==> config.mk <==
export PLATFORM = sky130hd
export DESIGN_NAME = song_selector
export DESIGN_NICKNAME = d
export VERILOG_FILES = /design/src/rtl/song_selector_pkg.sv /design/src/rtl/song_selector_button_debouncer.sv /design/src/rtl/song_selector.sv
export SDC_FILE = /design/constraint.sdc
export NUM_CORES = 1
export LEC_CHECK = 0
export ABC_AREA = 1
export CORE_MARGIN = 5
export CORE_UTILIZATION = 45
export CTS_CLUSTER_DIAMETER = 40
export CTS_CLUSTER_SIZE = 8
export DETAILED_ROUTE_END_ITERATION = 16
export PLACE_DENSITY = 0.61
export SLEW_MARGIN = 20
export SYNTH_ARGS = -nofsm -noshare
export SYNTH_HDL_FRONTEND = slang
export SYNTH_SLANG_ARGS = --single-unit
==> constraint.sdc <==
create_clock -name clk -period 1.52 [get_ports clk]
set_input_delay 0.152 -clock clk [delete_from_list [all_inputs] [get_ports clk]]
set_output_delay 0.152 -clock clk [all_outputs]
set_load 0.05 [all_outputs]
==> src/rtl/song_selector_pkg.sv <==
// song_selector_pkg: shared constants and state encoding for the song selector
//   NUM_SONGS_DEFAULT  default number of songs in the song ROM
//   SONG_W             width of the song number bus
//   state_t            play/stop FSM states
package song_selector_pkg;
  localparam int NUM_SONGS_DEFAULT = 4;
  localparam int SONG_W = 4;
  typedef enum logic [1:0] {IDLE = 2'd0, PLAYING = 2'd1, RESTART = 2'd2} state_t;
endpackage

==> src/rtl/song_selector_button_debouncer.sv <==
// button_debouncer: synchronises a raw button, debounces it, emits a 1-cycle press pulse
//   clk, reset  clock and synchronous active-high reset
//   btn         raw asynchronous button
//   press       1-cycle pulse on a debounced rising edge
module button_debouncer #(
  parameter int DEBOUNCE_CYCLES = 2_000_000
) (
  input  logic clk,
  input  logic reset,
  input  logic btn,
  output logic press
);
  localparam int CW = $clog2(DEBOUNCE_CYCLES + 1);
  logic [1:0] sync;
  logic level, level_q;
  logic [CW-1:0] cnt;
  always_ff @(posedge clk) begin
    if (reset) begin
      sync <= '0;
      level <= 1'b0;
      level_q <= 1'b0;
      cnt <= '0;
    end else begin
      sync <= {sync[0], btn};
      level_q <= level;
      if (sync[1] == level) cnt <= '0;
      else if (cnt == CW'(DEBOUNCE_CYCLES - 1)) begin
        level <= sync[1];
        cnt <= '0;
      end else cnt <= cnt + 1'b1;
    end
  end
  assign press = level & ~level_q;
endmodule

==> src/rtl/song_selector.sv <==
// song_selector: debounced next/prev/play control, song counter and play/stop FSM for the player
//   clk, reset                    clock and synchronous active-high reset
//   btn_next, btn_prev, btn_play  raw asynchronous buttons
//   selected_song                 current song number, 0..NUM_SONGS-1
//   player_reset                  active-high player reset, 1 whenever not playing
//   playing                       status LED, 1 in PLAYING or RESTART
module song_selector
  import song_selector_pkg::*;
#(
  parameter int NUM_SONGS       = NUM_SONGS_DEFAULT,
  parameter int DEBOUNCE_CYCLES = 2_000_000,
  parameter int RESTART_CYCLES  = 2
) (
  input  logic              clk,
  input  logic              reset,
  input  logic              btn_next,
  input  logic              btn_prev,
  input  logic              btn_play,
  output logic [SONG_W-1:0] selected_song,
  output logic              player_reset,
  output logic              playing
);
  localparam int RW = $clog2(RESTART_CYCLES + 1);
  localparam logic [SONG_W-1:0] LAST = SONG_W'(NUM_SONGS - 1);
  logic p_next, p_prev, p_play, move;
  state_t state, state_n;
  logic [SONG_W-1:0] song_n;
  logic [RW-1:0] rcnt, rcnt_n;
  button_debouncer #(.DEBOUNCE_CYCLES(DEBOUNCE_CYCLES)) u_next (.clk(clk), .reset(reset), .btn(btn_next), .press(p_next));
  button_debouncer #(.DEBOUNCE_CYCLES(DEBOUNCE_CYCLES)) u_prev (.clk(clk), .reset(reset), .btn(btn_prev), .press(p_prev));
  button_debouncer #(.DEBOUNCE_CYCLES(DEBOUNCE_CYCLES)) u_play (.clk(clk), .reset(reset), .btn(btn_play), .press(p_play));
  // play dominates; simultaneous next and prev cancel out
  always_comb begin
    move = (p_next ^ p_prev) & ~p_play;
    song_n = !move ? selected_song
           : p_next ? (selected_song == LAST ? '0 : selected_song + 1'b1)
           : (selected_song == '0 ? LAST : selected_song - 1'b1);
    state_n = state;
    rcnt_n = '0;
    case (state)
      IDLE:    state_n = p_play ? PLAYING : IDLE;
      PLAYING: state_n = p_play ? IDLE : move ? RESTART : PLAYING;
      RESTART: begin
        state_n = p_play ? IDLE : move ? RESTART : rcnt == RW'(RESTART_CYCLES - 1) ? PLAYING : RESTART;
        rcnt_n = (p_play | move) ? '0 : rcnt + 1'b1;
      end
      default: state_n = IDLE;
    endcase
  end
  // outputs derive from the next state so song and player_reset switch on the same edge
  always_ff @(posedge clk) begin
    if (reset) begin
      state <= IDLE;
      selected_song <= '0;
      rcnt <= '0;
      player_reset <= 1'b1;
      playing <= 1'b0;
    end else begin
      state <= state_n;
      selected_song <= song_n;
      rcnt <= rcnt_n;
      player_reset <= state_n != PLAYING;
      playing <= state_n != IDLE;
    end
  end
endmodule

==> summary.md, run 1 <==
| Metric | Value |
|---|---|
| #FFs+latches synth | 85 |
| Total die area | 11600 sq um |
| Storage cell area | between 1500 and 2000 sq um |
| Pwr Total | 0.00388 W |
| Setup violators final | 0 |
| Clk sinks | 85 |
| Footprint of the multi-input gates | 2280 sq um |
| GPL Wtd Cong | a little under 0.9 |
| Cts hold-fix bufs | 0 |
| WL final | 8.48 mm |
| Yosys cell types | 27 |
| Global-route wire length before repair | about 15 mm |
| Crit end category | register |
| DRC marker count from the first detailed-route iteration | ~150 |
| Synth Warn # | 0 |
| Max Clock Freq | 706 MHz |
| Worst slew pin tran | 0.307 ns |
| Post-synth top cells | nand2_1 (176), nor2_1 (135), dfxtp_1 (85) |
| DRC errors left | 0 |
| Root Driver | clkbuf_8 |
| Die Wd | 108 microns |
| Post-synth ARST share | 0 |
| Avg WL per Cell | 10.5 microns |
| Synth Area per Inst | roughly 6.7 sq um |
| Post-DR vias/cell | 4.73 |
| GRT Util Overall | 0.155 |
| Status | complete, no violations |
| # rows | 35 |
| Mapped Cells | between 600 and 700 |
| Worst-Skew Late Latency | roughly 0.35 ns |
| Htree depth | 3 |
| Number of synthesized flops with an enable pin | 0 |
| HP Start | btn_next |
| Post-placement worst setup slack | 0.00812 ns |
| Die height | between 100 and 150 microns |
| Vias in the first global route | 3459 |
| Initial Util | 0.462 |
| Crit path time final | 1.42 ns |
| Number of diodes | 0 |
| Clock Pin Slew Worst Setup and Hold Paths | 0.08 ns |
| Worst setup SP type | register |
| Hold_ws | 0.314 ns |
| VDD IR max | 0.523 mV |
| Arr. time, crit path | 1.66 ns |
| TritonCTS Buffers | 9 |
| Largest net degree at the start of global routing | 22 |
| Final setup TNS | 0 ns |
| Slew headroom | 0.794 |
| Final worst-path cycle share | 0.932 |
| Top-count cell post-synth | nand2_1 |
| GR Overflow Total | 0 |
| Final WS setup | 0.103 ns |
| Syn_nets | 652 |
| Hpwl dp | around 6.5 mm |
| Share of layout cells above drive strength 1 | 0.106 |
| # fillers | between 900 and 1k |
| Reg2Reg Launch Point | u_prev.cnt[1] |
| Critical path class | reg2reg |
| Worst hold path class | in2reg |
| Top cells by area, synth | dfxtp_1 (40%), nand2_1 (15%), nor2_1 (12%), inv_1 (6.4%), a21oi_1 (4.1%) |
| Max-cap violations | 0 |
| Post-placement cell area | 4670 sq um |
| Critical Path Fanout Max | 11 |
| Router iterations before antenna repair | 4 |
| Hold Violations, Final | 0 |
| Max Buffers Root-to-Sink | 2 |
| Crit path from | u_prev.cnt[1] |
| Setup Skew | 0.00608 ns |
| Worst endpoint required time | 1.76 ns |
| Leakage power | 1.57 nW |
| CTS tree | built |
| Syn-to-layout area delta | 14.7% |
| Final Max Slew Viols | 0 |
| Mapped cell area | 4290 sq um |
| Register area share after synthesis | 0.397 |
| Post-synth top flop | dfxtp_1 |
| Area leader, netlist | dfxtp_1 |
| Core area | 9280 sq um |
| Fin nets | roughly 690 |
| Remaining antenna violation count | 0 |
| Antenna violations before repair | 0 |
| Ports | 11 |
| Vias post-DR | 3835 |
| Design Area, Final | 4910 sq um |
| Yosys top cell area share | 0.397 |
| Number of port buffers | 10 |
| P per Cell Area | slightly below 800 nW/um^2 |
==> cell families (layout without fill, tap and decap cells) <==
| family | after synthesis | count (layout) | synth area share |
|---|---|---|---|
| XOR/XNOR | 29 | 29 | 0.0593 |
| adder cells (fa/ha/maj) | 6 | 6 | 0.0175 |
| AND/OR/NAND/NOR | 388 | 388 | 0.384 |
| buffers and inverters | 81 | 122 | 0.0782 |
| flip-flops | 85 | 85 | 0.397 |
| AO/OA/AOI/OAI | 52 | 52 | 0.0637 |
==> area by class of cell <==
type | count | share of cell area
sequential | 85 | 0.347
tap | 129 | 0.0328
clock buffer | 11 | 0.0288
inverter | 73 | 0.0558
timing repair buffer | 34 | 0.0614
clock inverter | 4 | 0.00993
multi-input combinational | 475 | 0.464
==> layout by cell type (no fill, tap or decap), types with 13 or more instances in the layout <==
cell     netlist  layout
a21oi_1       35      35
dfxtp_1       85      82
xnor2_1       13      13
nor2_1       135     133
inv_1         73      73
buf_4          4      25
xor2_1        16      16
nand2_1      176     176
o21ai_0       13      13
nand3_1       35      34
==> per-layer routing <==
metal / track usage / vias up / wire, microns
met3: 0.0432 / 7 / 289
met2: 0.255 / 53 / 3980
met5: 0 / - / 0
met4: 0.0433 / 0 / 101
met1: 0.198 / 1714 / 4110
li1: - / 2061 / -
==> registers in the layout, indices dropped and copies added, names as in the netlist, 2 cells and up <==
register / cells
state: 2
u_prev.sync: 2
u_play.cnt: 21
u_play.sync: 2
u_next.sync: 2
u_prev.cnt: 21
rcnt: 2
u_next.cnt: 21
selected_song: 4
==> worst max-delay path, stage by stage (launching register included) <==
cell	delay, ns
dfxtp_1	0.35
ha_2	0.20
nand2_2	0.10
nor2_4	0.16
nand3_4	0.10
o21ai_4	0.19
buf_6	0.16
a21oi_1	0.05
==> final timing paths <==
check / cells past startpoint / slack, ns / to
worst min-delay path: 3 / 0.31 / u_next.sync[0]
worst min register to register: 2 / 0.42 / u_prev.sync[1]
worst max-delay path: 7 / 0.10 / u_prev.cnt[20]
worst max register to register: 7 / 0.10 / u_prev.cnt[20]
==> timing repair <==
| action | in CTS | in global routing |
|---|---|---|
| resized for setup | 0 | 12 |
| setup endpoints to repair | 0 | 45 |
| buffers inserted | 0 | 1 |
==> power by group <==
| part | leakage [nW] | internal (W) | switching (W) |
|---|---|---|---|
| registers | 0.687 | 0.00223 | 0.00000474 |
| logic | 0.788 | 0.0000334 | 0.0000360 |
| clock network | 0.0992 | 0.000794 | 0.000774 |
==> through the flow <==
step | std cells | util
finish | 811 | 0.529
global route | 811 | 0.529
CTS | 810 | 0.524
detailed placement | 795 | 0.503
global placement | 795 | 0.503
floorplan | 641 | -
No activity file was read; power rests on OpenSTA's default activity.
==> inputs of run 2 (changes only) <==
--- a/config.mk
+++ b/config.mk
@@ -12,6 +12,7 @@
 export CTS_CLUSTER_SIZE = 8
 export DETAILED_ROUTE_END_ITERATION = 16
 export PLACE_DENSITY = 0.61
+export SKIP_LAST_GASP = 1
 export SLEW_MARGIN = 20
 export SYNTH_ARGS = -nofsm -noshare
 export SYNTH_HDL_FRONTEND = slang
==> run 2 against run 1 <==
  * Cell count unchanged
  * Clock skew about the same
  * Count of clock-buffer cells in the layout unchanged
  * Routed wire length decreased by 0.12%
  * Sequential cell count unchanged
  * Combinational power about the same
  * Critical path depth unchanged
  * Register-to-register slack about the same
  * Worst setup slack got worse by 0.0077 ns
  * Core utilization decreased by 0.081 points
  * Total power about the same
  * Highest routed layer unchanged
==> summary.md, run 2 (same netlist as run 1, synthesis figures left out) <==
| Metric | Value |
|---|---|
| Number of port buffers | 10 |
| Crit end category | register |
| Critical path class | reg2reg |
| Share of layout cells above drive strength 1 | 0.106 |
| TritonCTS Buffers | 9 |
| Post-DR vias/cell | about 4.7 |
| GR Overflow Total | 0 |
| Worst setup SP type | register |
| Total die area | between 10000 and 15000 sq um |
| RSZ-0062 raised after global routing | yes |
| Crit path time final | 1.43 ns |
| Cts hold-fix bufs | 0 |
| Setup violators final | 0 |
| Final WS setup | 0.0950 ns |
| Commonest cells after routing, fill and taps aside | nand2_1 (176), nor2_1 (133), dfxtp_1 (82) |
| Ports | 11 |
| P per Cell Area | 790 nW/um^2 |
| Remaining antenna violation count | 0 |
| Initial Util | 0.462 |
| Setup Skew | 0.00607 ns |
| Critical-path top delay cell | dfxtp_1 |
| Max Clock Freq | 702 MHz |
| Critical Path Fanout Max | 11 |
| Final worst-path cycle share | 0.938 |
| GPL Wtd Cong | 0.895 |
| Global-route wire length before repair | approximately 15 mm |
| Worst-Skew Late Latency | 0.35 ns |
| # fillers | 958 |
| Vias post-DR | 3828 |
| Router iterations before antenna repair | 4 |
| Syn-to-layout area delta | 14.5% |
| DRC marker count from the first detailed-route iteration | 146 |
| # rows | 35 |
| Root Driver | clkbuf_8 |
| DRC errors left | 0 |
| Cell family with most CP delay | flip-flops |
| Max-cap violations | 0 |
| Slew headroom | 0.794 |
| Fin nets | 689 |
| Final Max Slew Viols | 0 |
| Hpwl dp | 6.49 mm |
| Status | complete, no violations |
| Die height | 108 microns |
| Worst endpoint required time | between 1.5 and 2 ns |
| WL final | 8.47 mm |
| Htree depth | 3 |
| Largest net degree at the start of global routing | 22 |
| Commonest non-fill, non-tap cell in the layout | nand2_1 |
| Clk sinks | 85 |
| Die Wd | ~110 microns |
| Number of diodes | 0 |
| Crit path from | u_prev.cnt[1] |
| Reg2Reg Launch Point | u_prev.cnt[1] |
| Crit path buf inv count | 1 |
| Clock Pin Slew Worst Setup and Hold Paths | 0.08 ns |
| HP Start | btn_next |
| Antenna violations before repair | 0 |
| CTS tree | built |
| Core area | about 9300 sq um |
| Avg WL per Cell | 10.4 microns |
| Leakage power | 1.57 nW |
| GRT Util Overall | 0.155 |
| Arr. time, crit path | 1.66 ns |
| Regs by FF count | u_next.cnt x21, u_play.cnt x21, u_prev.cnt x21 |
| Hold_ws | roughly 0.31 ns |
| Worst path max stage delay | between 0.3 and 0.4 ns |
| Worst slew pin tran | 0.307 ns |
| Worst hold path class | in2reg |
| Post-placement worst setup slack | 0.00812 ns |
| Max Buffers Root-to-Sink | 2 |
| Critical path cell sequence | ha_2 > nand2_2 > nor2_4 > nand3_2 > o21ai_4 > buf_6 > a21oi_1 |
| VDD IR max | 0.523 mV |
| Hold Violations, Final | 0 |
| Vias in the first global route | approximately 3.5k |
==> run 2: path summary, 6_finish.rpt <==
path	to	slack, ns	cells after the start
worst max-delay path	u_prev.cnt[20]	0.09	7
worst max register to register	u_prev.cnt[20]	0.09	7
worst min-delay path	u_next.sync[0]	0.31	3
worst min register to register	u_prev.sync[1]	0.42	2
==> run 2: worst reg2reg max path, delay by kind of cell, from the launching register on <==
family,cells,cell delay (ns)
DFF,1,0.35
and+or+nand+nor,3,0.35
AOI/OAI and AO/OA,2,0.25
adders and majority gates,1,0.20
buffers and inverters,1,0.16
==> run 2: per-stage QoR <==
stage,total power (W),cell area (sq um),utilization,std cells,setup TNS [ns]
final,0.00388,4910,0.528,811,0
after global routing,0.00403,4910,0.528,811,-0.392
after CTS,0.00394,4860,0.524,810,0
after detailed placement,0.00236,4670,0.503,795,0
after global placement,0.00236,4670,0.503,795,0
after floorplan,0.00233,4290,-,641,0
==> run 2: what timing repair did <==
action | CTS | global route
endpoints found under the hold margin | 0 | 0
setup endpoints to repair | 0 | 45
resized for setup | 0 | 11
buffers inserted | 0 | 1
==> run 2: layout make-up <==
type	count	area (sq um)	share of cell area
clock inverter	4	48.8	0.00995
clock buffer	11	141	0.0288
multi-input combinational	475	2270	0.463
sequential	85	1710	0.348
inverter	73	274	0.0559
timing repair buffer	34	302	0.0615
tap	129	161	0.0329
==> run 2: per-layer routing <==
metal / vias to the layer above / global-route usage / part of all wire
li1: 2060 / - / -
met1: 1711 / 0.198 / 0.49
met2: 50 / 0.255 / 0.47
met3: 7 / 0.0432 / 0.032
met4: 0 / 0.0433 / 0.012
met5: - / 0 / 0
==> run 2: where the power goes <==
| group | total [W] | internal (W) | switching, W | leakage [nW] |
|---|---|---|---|---|
| combinational | 0.0000694 | 0.0000334 | 0.0000360 | 0.788 |
| clock | 0.00157 | 0.000794 | 0.000774 | 0.0992 |
| sequential | 0.00224 | 0.00223 | 0.00000474 | 0.687 |
==> inputs of run 3 (changes only) <==
--- a/config.mk
+++ b/config.mk
@@ -11,7 +11,7 @@
 export CTS_CLUSTER_DIAMETER = 40
 export CTS_CLUSTER_SIZE = 8
 export DETAILED_ROUTE_END_ITERATION = 16
-export PLACE_DENSITY = 0.61
+export PLACE_DENSITY = 0.71
 export SKIP_LAST_GASP = 1
 export SLEW_MARGIN = 20
 export SYNTH_ARGS = -nofsm -noshare
==> run 3 against run 2 <==
  * Die area unchanged
  * Count of clock-buffer cells in the layout fell by 2
  * Critical path type unchanged
  * Sequential share of layout area decreased by 0.37 points
  * Critical path depth is 1 lower
  * Highest routed layer unchanged
  * Non-clock buffer count is 2 higher
==> summary.md, run 3 (same netlist as run 1, synthesis figures left out) <==
| Metric | Value |
|---|---|
| Worst setup SP type | register |
| Avg WL per Cell | 11.2 microns |
| Ports | 11 |
| Critical Path Fanout Max | 5 |
| Regs by FF count | u_next.cnt x21, u_play.cnt x21, u_prev.cnt x21 |
| Leakage power | 1.60 nW |
| GR Overflow Total | 0 |
| Total die area | 11600 sq um |
| Worst slew pin tran | 0.324 ns |
| TritonCTS Buffers | 9 |
| VDD IR max | 0.403 mV |
| Remaining antenna violation count | 0 |
| Commonest non-fill, non-tap cell in the layout | nand2_1 |
| Largest net degree at the start of global routing | 22 |
| DRC errors left | 0 |
| WL final | slightly above 9 mm |
| P per Cell Area | 760 nW/um^2 |
| Max Buffers Root-to-Sink | 2 |
| Critical path class | reg2reg |
| Worst-Skew Late Latency | 0.36 ns |
| Initial Util | 0.462 |
| Slack of the worst reg-to-reg path | 0.07 ns |
| Vias post-DR | approximately 3.9k |
| WL met1 | approximately 4.2 mm |
| Vias in the first global route | 3684 |
| Design Area, Final | 4970 sq um |
| Number of port buffers | 10 |
| Clock Pin Slew Worst Setup and Hold Paths | 0.09 ns |
| Setup Skew | around 0.012 ns |
| Crit path time final | 1.45 ns |
| Final setup TNS | 0 ns |
| Pwr Total | 0.00378 W |
| Post-placement worst setup slack | 0.0154 ns |
| Worst hold path class | in2reg |
| Hpwl dp | 6.64 mm |
| Post-DR vias/cell | 4.82 |
| Clk sinks | 85 |
| Share of layout cells above drive strength 1 | 0.115 |
| Worst endpoint required time | 1.76 ns |
| Metal3 WL | 318 microns |
| Final WS setup | around 0.074 ns |
| Post-placement cell area | 4680 sq um |
| Root Driver | clkbuf_8 |
| Fin nets | about 690 |
| Setup violators final | 0 |
| Status | complete, no violations |
| Commonest cells after routing, fill and taps aside | nand2_1 (176), nor2_1 (133), dfxtp_1 (79) |
| Final Max Slew Viols | 0 |
| Slew headroom | 0.783 |
| Worst hold path depth | 3 |
| DRC marker count from the first detailed-route iteration | 203 |
| Crit end category | register |
| Max Clock Freq | 692 MHz |
| GPL Wtd Cong | 0.876 |
| # rows | 35 |
| Die height | 108 microns |
| Hold Violations, Final | 0 |
| Die Wd | 108 microns |
| Max layer used | met4 |
| CTS tree | built |
| Htree depth | 3 |
| Router iterations before antenna repair | 4 |
| Reg2Reg Depth | 6 |
| Final worst-path cycle share | 0.951 |
| Syn-to-layout area delta | 16.0% |
| Arr. time, crit path | between 1.5 and 2 ns |
| Max-cap violations | 0 |
| Antenna violations before repair | 0 |
| Number of diodes | 0 |
| GRT Util Overall | 0.161 |
| Global-route wire length before repair | 15.4 mm |
| RSZ-0062 raised after global routing | yes |
| Met2 Wirelength | 4.41 mm |
| Core area | slightly above 9000 sq um |
## run 3: layout make-up
type,count,area (sq um)
clock buffer,9,124
clock inverter,6,47.5
fill,936,4310
inverter,73,274
multi-input combinational,475,2300
sequential,85,1710
tap,129,161
timing repair buffer,36,350
## run 3: worst paths after layout
kind                       start             end
setup / recovery   u_prev.cnt[6]   u_prev.cnt[5]
hold / removal          btn_next  u_next.sync[0]
setup reg to reg   u_prev.cnt[6]   u_prev.cnt[5]
hold reg to reg   u_play.sync[0]  u_play.sync[1]
## run 3: report_power, final
part,internal (W),leakage (nW),switching (W)
Combinational,0.0000397,0.817,0.0000403
Sequential,0.00223,0.689,0.00000515
Clock,0.000605,0.0918,0.000854
## run 3: through the flow
| stage | hold WS, ns | utilization | cells |
|---|---|---|---|
| 6_report | 0.301 | 0.535 | 813 |
| 5_1_grt | 0.311 | 0.535 | 813 |
| 4_1_cts | 0.292 | 0.522 | 809 |
| 3_5_place_dp | 0.407 | 0.504 | 794 |
| 3_3_place_gp | 0.395 | 0.504 | 794 |
| 2_1_floorplan | 0.259 | - | 641 |
## run 3: critical path, cell delays in order (launching register included)
cell       delay, ns
dfxtp_1         0.39
inv_1           0.09
nor3_1          0.19
nand2_1         0.15
o21ai_4         0.28
clkbuf_16       0.19
nor2_1          0.03
## run 3: routing by layer
metal	global-route usage	up-vias
li1	-	2073
met1	0.195	1767
met2	0.287	62
met3	0.0252	15
met4	0.0586	0
met5	0	-
## run 3: what timing repair did
action,4_1_cts,5_1_grt
setup endpoints to repair,0,36
hold buffers,0,0
resized for setup,0,20
setup buffers,0,1
